<file path="src/rtl/prescaled_tick_timer_if.sv">
// prescaled_tick_timer_if
//   Bundles the control and status signals of prescaled_tick_timer so the
//   timer and its controller can be connected through one port.
//
//   master modport (controller side):
//     drives  start, stop, oneshot, prescale[PRESCALE_W], period[CNT_W]
//     reads   count[CNT_W], tick, toggle_out, busy, done
//   slave modport (timer side): the same signals with directions reversed.
//
//   Clock and reset are not part of the bundle; they stay plain ports on the
//   timer.
interface prescaled_tick_timer_if #(
  parameter int PRESCALE_W = 8,
  parameter int CNT_W      = 16
);
  logic                  start;
  logic                  stop;
  logic                  oneshot;
  logic [PRESCALE_W-1:0] prescale;
  logic [CNT_W-1:0]      period;
  logic [CNT_W-1:0]      count;
  logic                  tick;
  logic                  toggle_out;
  logic                  busy;
  logic                  done;

  modport master (
    output start, stop, oneshot, prescale, period,
    input  count, tick, toggle_out, busy, done
  );

  modport slave (
    input  start, stop, oneshot, prescale, period,
    output count, tick, toggle_out, busy, done
  );
endinterface

</file>
<file path="src/rtl/prescaled_tick_timer.sv">
// prescaled_tick_timer
//   Programmable periodic / one-shot timer. A prescaler produces an enable
//   every P+1 clocks. A period counter advances on each enable and wraps
//   after N+1 enables. Each wrap raises tick for one cycle and flips
//   toggle_out, so the tick spacing is (P+1)*(N+1) clocks. In one-shot mode
//   the first wrap also ends the run and sets the sticky done flag.
//
//   Ports:
//     clk    - system clock; all logic changes on the rising edge
//     rst_n  - synchronous reset, active low; it takes priority over start
//              and stop
//     bus    - prescaled_tick_timer_if.slave, which carries:
//                start/stop  one-cycle requests
//                oneshot     mode; latched when start is accepted
//                prescale    P; latched when start is accepted
//                period      N; latched when start is accepted
//                count       current period counter value
//                tick        one-cycle pulse at terminal count
//                toggle_out  flips on every tick
//                busy        high while running
//                done        sticky; set when a one-shot completes
module prescaled_tick_timer #(
  parameter int PRESCALE_W = 8,
  parameter int CNT_W      = 16
) (
  input  logic                    clk,
  input  logic                    rst_n,
  prescaled_tick_timer_if.slave   bus
);

  typedef enum logic [1:0] {
    IDLE = 2'd0,
    RUN  = 2'd1,
    DONE = 2'd2
  } state_t;

  state_t                state_reg;
  logic [PRESCALE_W-1:0] presc_reg;
  logic [PRESCALE_W-1:0] p_reg;
  logic [CNT_W-1:0]      count_reg;
  logic [CNT_W-1:0]      n_reg;
  logic                  oneshot_reg;
  logic                  tick_reg;
  logic                  toggle_reg;
  logic                  busy_reg;
  logic                  done_reg;

  // The enable fires when the prescaler reaches the latched divider value.
  // Both counters wrap on an equality compare, so they can never overflow.
  logic enable;
  logic terminal;
  assign enable   = (presc_reg == p_reg);
  assign terminal = enable && (count_reg == n_reg);

  always_ff @(posedge clk) begin
    if (!rst_n) begin
      state_reg   <= IDLE;
      presc_reg   <= '0;
      p_reg       <= '0;
      count_reg   <= '0;
      n_reg       <= '0;
      oneshot_reg <= 1'b0;
      tick_reg    <= 1'b0;
      toggle_reg  <= 1'b0;
      busy_reg    <= 1'b0;
      done_reg    <= 1'b0;
    end else begin
      // tick is a single-cycle pulse. It is set only in the terminal branch
      // below.
      tick_reg <= 1'b0;

      if (bus.start && bus.stop) begin
        // When start and stop arrive together, stop wins. The configuration
        // is not relatched and the counters keep their current values.
        state_reg <= IDLE;
        busy_reg  <= 1'b0;
      end else if (bus.stop && (state_reg == RUN)) begin
        state_reg <= IDLE;
        busy_reg  <= 1'b0;
      end else if (bus.start) begin
        // A start is accepted from any state, including a restart while
        // already running. toggle_out keeps its phase.
        state_reg   <= RUN;
        p_reg       <= bus.prescale;
        n_reg       <= bus.period;
        oneshot_reg <= bus.oneshot;
        presc_reg   <= '0;
        count_reg   <= '0;
        done_reg    <= 1'b0;
        busy_reg    <= 1'b1;
      end else if (state_reg == RUN) begin
        if (enable) begin
          presc_reg <= '0;
        end else begin
          presc_reg <= presc_reg + 1'b1;
        end

        if (terminal) begin
          count_reg  <= '0;
          tick_reg   <= 1'b1;
          toggle_reg <= ~toggle_reg;
          if (oneshot_reg) begin
            // In one-shot mode the terminal tick, done and busy falling all
            // appear in the same cycle. The counters then freeze in DONE.
            state_reg <= DONE;
            busy_reg  <= 1'b0;
            done_reg  <= 1'b1;
          end
        end else if (enable) begin
          count_reg <= count_reg + 1'b1;
        end
      end
    end
  end

  assign bus.count      = count_reg;
  assign bus.tick       = tick_reg;
  assign bus.toggle_out = toggle_reg;
  assign bus.busy       = busy_reg;
  assign bus.done       = done_reg;

endmodule

</file>
<file path="src/flat_wrapper.sv">
// flat-port wrapper written by rule: the top's interface ports become plain ports
module prescaled_tick_timer_flat 
#(
  parameter int PRESCALE_W = 8,
  parameter int CNT_W      = 16
)
  (clk, rst_n, bus_start, bus_stop, bus_oneshot, bus_prescale, bus_period, bus_count, bus_tick, bus_toggle_out, bus_busy, bus_done);
  prescaled_tick_timer_if #(.PRESCALE_W(PRESCALE_W), .CNT_W(CNT_W)) bus_i ();
  input  logic clk;
  input  logic rst_n;
  input wire logic [$bits(bus_i.start)-1:0] bus_start;
  input wire logic [$bits(bus_i.stop)-1:0] bus_stop;
  input wire logic [$bits(bus_i.oneshot)-1:0] bus_oneshot;
  input wire logic [$bits(bus_i.prescale)-1:0] bus_prescale;
  input wire logic [$bits(bus_i.period)-1:0] bus_period;
  output wire logic [$bits(bus_i.count)-1:0] bus_count;
  output wire logic [$bits(bus_i.tick)-1:0] bus_tick;
  output wire logic [$bits(bus_i.toggle_out)-1:0] bus_toggle_out;
  output wire logic [$bits(bus_i.busy)-1:0] bus_busy;
  output wire logic [$bits(bus_i.done)-1:0] bus_done;
  assign bus_i.start = bus_start;
  assign bus_i.stop = bus_stop;
  assign bus_i.oneshot = bus_oneshot;
  assign bus_i.prescale = bus_prescale;
  assign bus_i.period = bus_period;
  assign bus_count = bus_i.count;
  assign bus_tick = bus_i.tick;
  assign bus_toggle_out = bus_i.toggle_out;
  assign bus_busy = bus_i.busy;
  assign bus_done = bus_i.done;
  prescaled_tick_timer #(.PRESCALE_W(PRESCALE_W), .CNT_W(CNT_W)) u_core (.clk(clk), .rst_n(rst_n), .bus(bus_i));
endmodule
</file>
<file path="config.mk">
export PLATFORM = sky130hd
export DESIGN_NAME = prescaled_tick_timer_flat
export DESIGN_NICKNAME = d
export VERILOG_FILES = /design/src/rtl/prescaled_tick_timer_if.sv /design/src/rtl/prescaled_tick_timer.sv /design/src/flat_wrapper.sv
export SDC_FILE = /design/constraint.sdc
export NUM_CORES = 1
export LEC_CHECK = 0
export ABC_CLOCK_PERIOD_IN_PS = 5860
export CAP_MARGIN = 20
export CORE_MARGIN = 3
export CORE_UTILIZATION = 65
export CTS_CLUSTER_DIAMETER = 40
export DETAILED_ROUTE_END_ITERATION = 10
export DONT_BUFFER_PORTS = 1
export PLACE_DENSITY = 0.81
export SLEW_MARGIN = 20
export SYNTH_ARGS = -nofsm -noshare
export SYNTH_HDL_FRONTEND = slang
export SYNTH_SLANG_ARGS = --single-unit
</file>
<file path="constraint.sdc">
create_clock -name clk -period 5.86 [get_ports clk]
set_input_delay 0.586 -clock clk [delete_from_list [all_inputs] [get_ports clk]]
set_output_delay 0.586 -clock clk [all_outputs]
set_load 0.05 [all_outputs]
</file>
==> flow_summary.yaml, run 1 <==
critical_path:
  critPathArrivalTime_ns: 2.90
  slowest_stage: "a22oi_1"
  rr_startpoint: "u_core.bus.count[2]"
  critPathLaunchType: "flip-flop"
  regToRegSetupSlack_ns: 3.13
  crit_family: "compound AO/OA/AOI/OAI gates"
  timing.rr.end: "u_core.bus.count[11]"
  r2r_cells: 6
  cp-end-kind: "flip-flop"
  path_cells: "xnor2_1, nand4_1, nor4_4, nand2b_4, a22oi_1, nor2_1"
  cpPeakStageDelay_ns: 0.82
  critPathKind: "reg2reg"
  cp_num_buf_inv: 0
  cp_max_fo: 13
  required_ns: 6.03
  setup.worst_path.start: "u_core.bus.count[2]"
global_routing:
  grt_usage_pct: 25.5
  grt_pass1_vias: 1850
  grt_pass1_wl_mm: 8.67
  gr-total-overflow: 0
  grt_max_degree: 34
  grt_antenna_before_repair: 0
die:
  die_width_um: 67.7
  io_pins: 49
  initial_utilization_pct: 70.8
  core_area_um2: 3490
  rows: 21
  die_h_um: 67.7
  die-area_um2: 4580
route:
  drc: 0
  ant_nets: 0
  via_per_inst: 5.89
  drt_iter0_drc: 166
  post_drt_wl_per_cell_um: 15.7
  first_pass_iters: 4
  vias: 1990
  drt-total-wl_mm: 5.32
cells_and_area:
  fin_util_pct: 74.2
  drive_gt1_share_pct: 5.14
  fin_nets: 322
  fill_cells: 260
  num_antenna_cells: 0
  area_delta_synth_final_pct: 4.86
clock_network:
  clock_latency_ns: 0.32
  clockRootBuffer: "clkbuf_8"
  hold_buffers: 0
  numCtsBuffers: 5
  clkTransAtPathRegs_ns: 0.09
  cts_sinks: 54
  cts_buffer_depth: 2
  postCtsSetupRepairBufs: 0
  cts_tree: "yes"
  h-tree-depth: 2
  post_cts_resized: 0
timing:
  timing.final.max_slew_violations: 0
  setup_violations: 0
  skew_ns: 0.00645
  fin_ws_ns: 3.13
  hold_viol_final: 0
  period_minus_slack_ns: 2.73
  setup_tns_ns: 0
  worst_slew_pin_slew_ns: 1.03
  fmax_mhz: 366
  rsz0062_at_grt: "no"
  slew_headroom_pct: 31.2
  finalCritPeriodShare_pct: 46.6
yosys:
  synth_cell_types: 38
  yosysTopAreaCell: "dfxtp_1"
  ys_top_cells_by_count: "nand2_1, dfxtp_1, xnor2_1, a21oi_1, nor2_1"
  syn_inst: 296
  synthFlopType: "dfxtp_1"
  ys_seq_area_share_pct: 43.7
  synth_top_area_share_pct: 43.7
  syn_avg_cell_area_um2: 8.36
  yosysWarnings: 0
  syn-num-nets: 327
  netlist_area_um2: 2470
  netlist_top_cells_area: "dfxtp_1, xnor2_1, nand2_1, a21oi_1, nor2_1"
  synth_edf_count: 0
  synth.ff_latch_count: 54
  ys_async_sr_fraction_pct: 0
  yosysMostFrequentCell: "nand2_1"
placed_design:
  io_buffers: 0
  place.gp.congestion: 0.938
  hpwl_mm: 3.88
  pre_cts_slack_ns: 3.13
pwr:
  pwr_density_cell_nw_per_um2: 271
  power.leakage_nw: 0.873
  power.total_mw: 0.703
  max-vdd-ir-drop_mv: 0.201
min_path:
  hp-start: "bus_start"
  hold_class: "in2reg"
  worstHoldEndpoint: "u_core.bus.tick"
  whs_path_depth: 1
status:
  outcome: "finished, final reports clean"
run:
  cap_violations: 0
-- cell usage in the layout, fill, tap and decap left out, drive strengths merged, types with 2 or more instances in the layout --
| master | count |
|---|---|
| nand2 | 59 |
| dfxtp | 54 |
| o21bai | 2 |
| a21oi | 29 |
| o31ai | 2 |
| nor4 | 5 |
| o21ai | 3 |
| and3 | 8 |
| nor2b | 5 |
| xor2 | 9 |
| inv | 2 |
| o21a | 2 |
| ha | 2 |
| nand3 | 11 |
| xnor2 | 33 |
| nor3 | 3 |
| nor2 | 27 |
| nand4 | 11 |
| clkbuf | 6 |
| or3 | 2 |
| nand2b | 3 |
-- routing by layer --
layer  global-route usage [%]  share of wire, %  vias to the layer above
met4                     10.1               1.8                        0
met1                     34.9                48                      914
met2                     37.7                43                       70
li1                         -                 -                      994
met5                        0                 0                        -
met3                     7.32               6.7                       12
-- power breakdown --
part           internal [mW]  switching [mW]  total (mW)  leakage, nW
registers              0.376          0.0120       0.388        0.438
logic                 0.0245          0.0410      0.0655        0.383
clock network          0.128           0.122       0.250       0.0514
-- through the flow --
| step | instances | cell area (µm²) | hold slack (ns) |
|---|---|---|---|
| floorplan | 296 | 2470 | 0.436 |
| global placement | 330 | 2480 | 0.457 |
| detailed placement | 330 | 2480 | 0.462 |
| CTS | 338 | 2590 | 0.344 |
| global route | 338 | 2590 | 0.334 |
| finish | 338 | 2590 | 0.348 |
-- worst max-delay path by stage --
stage / cells after the start / slack, ns / to
floorplan: 8 / 3.60 / u_core.bus.count[10]
global placement: 6 / 3.21 / u_core.bus.count[6]
detailed placement: 6 / 3.13 / u_core.bus.count[11]
CTS: 6 / 3.13 / u_core.bus.count[11]
global route: 6 / 2.90 / u_core.bus.count[4]
finish: 6 / 3.13 / u_core.bus.count[11]
-- cell families after synthesis --
family | after synthesis | synth area share (%)
buffers and inverters | 15 | 2.63
adders and majority gates | 2 | 1.01
xor gates and xnor gates | 42 | 14.9
DFF | 54 | 43.7
AOI/OAI and AO/OA | 44 | 10.5
and+or+nand+nor | 139 | 27.3
-- cell type report --
class	count	area, µm²	share of cell area [%]
flip-flops and latches	54	1080	41.7
repair buffers	1	7.51	0.289
inverters	2	7.51	0.289
well taps	46	57.6	2.22
clock inverters	2	37.5	1.45
clock buffers	6	72.6	2.80
multi-input cells	227	1330	51.3
(Power assumes the default switching activity.)
==> inputs of run 2 (changes only) <==
- ABC_CLOCK_PERIOD_IN_PS: 5860 -> 2470
- CORE_UTILIZATION: 65 -> 56
- PLACE_DENSITY: 0.81 -> 0.74
- clock period: 5.86 -> 2.47 ns (I/O delays scaled with it)
==> flow_summary.yaml, run 2 (synthesized netlist as in run 1, its figures left out) <==
die:
  die_width_um: 72.5
  core_area_um2: 4140
  die_h_um: 72.5
  io_pins: 49
  initial_utilization_pct: 59.7
  die-area_um2: 5250
  rows: 23
critical_path:
  required_ns: 2.71
  cpPeakStageDelay_ns: 0.47
  critPathArrivalTime_ns: 2.22
  cp_max_fo: 8
  slowest_stage: "or4_1"
  critPathLaunchType: "flip-flop"
  regToRegSetupSlack_ns: 0.49
  cp-end-kind: "flip-flop"
  path_cells: "xnor2_1, nand4_1, nor4_4, nand2b_4, or4_1, a21oi_1"
  critPathKind: "reg2reg"
placed_design:
  io_buffers: 0
  pre_cts_slack_ns: 0.513
  dp.cells: 355
  hpwl_mm: 4.29
  place.gp.congestion: 0.825
cells_and_area:
  final_common_cell: "nand2_1"
  final_cells: 364
  register_area_um2: 1080
  fin_nets: 344
  num_antenna_cells: 0
  fin_util_pct: 66.4
  fill_cells: 373
  final_cell_mix: "nand2_1, dfxtp_1, xnor2_1"
  multi_input_area_um2: 1330
  area_delta_synth_final_pct: 11.2
  drive_gt1_share_pct: 11.8
timing:
  hold_viol_final: 0
  worst_hold_slack_ns: 0.0656
  period_minus_slack_ns: 1.98
  slew_headroom_pct: 57.4
  setup_violations: 0
  finalCritPeriodShare_pct: 80.0
  fin_ws_ns: 0.494
  fmax_mhz: 506
  timing.final.max_slew_violations: 0
  rsz0062_at_grt: "no"
  skew_ns: 0.00330
  worst_slew_pin_slew_ns: 0.637
  setup_tns_ns: 0
route:
  ant_nets: 0
  drt_iter0_drc: 308
  vias: 2077
  via_per_inst: 5.71
  first_pass_iters: 4
  drc: 0
  drt-total-wl_mm: 5.70
  post_drt_wl_per_cell_um: 15.7
clock_network:
  h-tree-depth: 2
  cts_buffer_depth: 2
  post_cts_resized: 0
  clkTransAtPathRegs_ns: 0.09
  cts_sinks: 54
  cts_tree: "yes"
  hold_buffers: 0
  numCtsBuffers: 5
  postCtsSetupRepairBufs: 0
  clock_latency_ns: 0.30
  clockRootBuffer: "clkbuf_8"
global_routing:
  grt_max_degree: 28
  gr-total-overflow: 0
  grt_usage_pct: 22.8
  grt_pass1_wl_mm: 9.32
  grt_antenna_before_repair: 0
  grt_pass1_vias: 1890
status:
  outcome: "finished, final reports clean"
pwr:
  power.leakage_nw: 0.984
  max-vdd-ir-drop_mv: 0.545
  pwr_density_cell_nw_per_um2: 583
min_path:
  hold_class: "in2reg"
run:
  cap_violations: 0
run 2: changes by cell type in the layout (fill, tap and decap cells not counted), sizes merged:
cell,before,now
dlygate4sd3,0,1
clkinv,0,1
buf,1,22
bufinv,1,0
run 2: cell type report:
type                       instances  share of cell area [%]
multi-input combinational        227                    48.3
sequential                        54                    39.3
timing repair buffer              23                    6.37
clock buffer                       6                    3.00
tap                               50                    2.27
clock inverter                     2                   0.455
inverter                           2                   0.273
run 2: metrics by stage:
stage          area (µm²)  power (mW)
2_1_floorplan        2470        1.07
3_3_place_gp         2650        1.10
3_5_place_dp         2650        1.11
4_1_cts              2740        1.61
5_1_grt              2750        1.67
6_report             2750        1.61
run 2: report_power, final:
part / total, mW / leakage (nW) / switching (mW) / internal [mW]
combinational: 0.179 / 0.499 / 0.112 / 0.0670
sequential: 0.912 / 0.438 / 0.0190 / 0.893
clock: 0.515 / 0.0472 / 0.289 / 0.226
run 2: layer usage:
layer	vias to the layer above	share of wire [%]	GRT usage, %	wire [µm]
li1	1033	-	-	-
met4	0	1.2	6.56	70
met2	58	45	34.6	2550
met3	6	7.0	5.12	398
met1	980	47	32.4	2680
met5	-	0	0	0
run 2: path summary, 6_finish.rpt:
kind | cells after the start | startpoint | endpoint
setup / recovery | 6 | u_core.n_reg[3] | u_core.bus.toggle_out
hold / removal | 2 | bus_period[10] | u_core.n_reg[10]
setup reg to reg | 6 | u_core.n_reg[3] | u_core.bus.toggle_out
hold reg to reg | 2 | u_core.p_reg[6] | u_core.p_reg[6]
run 2: critical path, delay by kind of cell (launching register included):
family	cells	cell delay [ns]
compound gates	1	0.14
simple gates	4	1.22
xor+xnor	1	0.22
flops	1	0.33
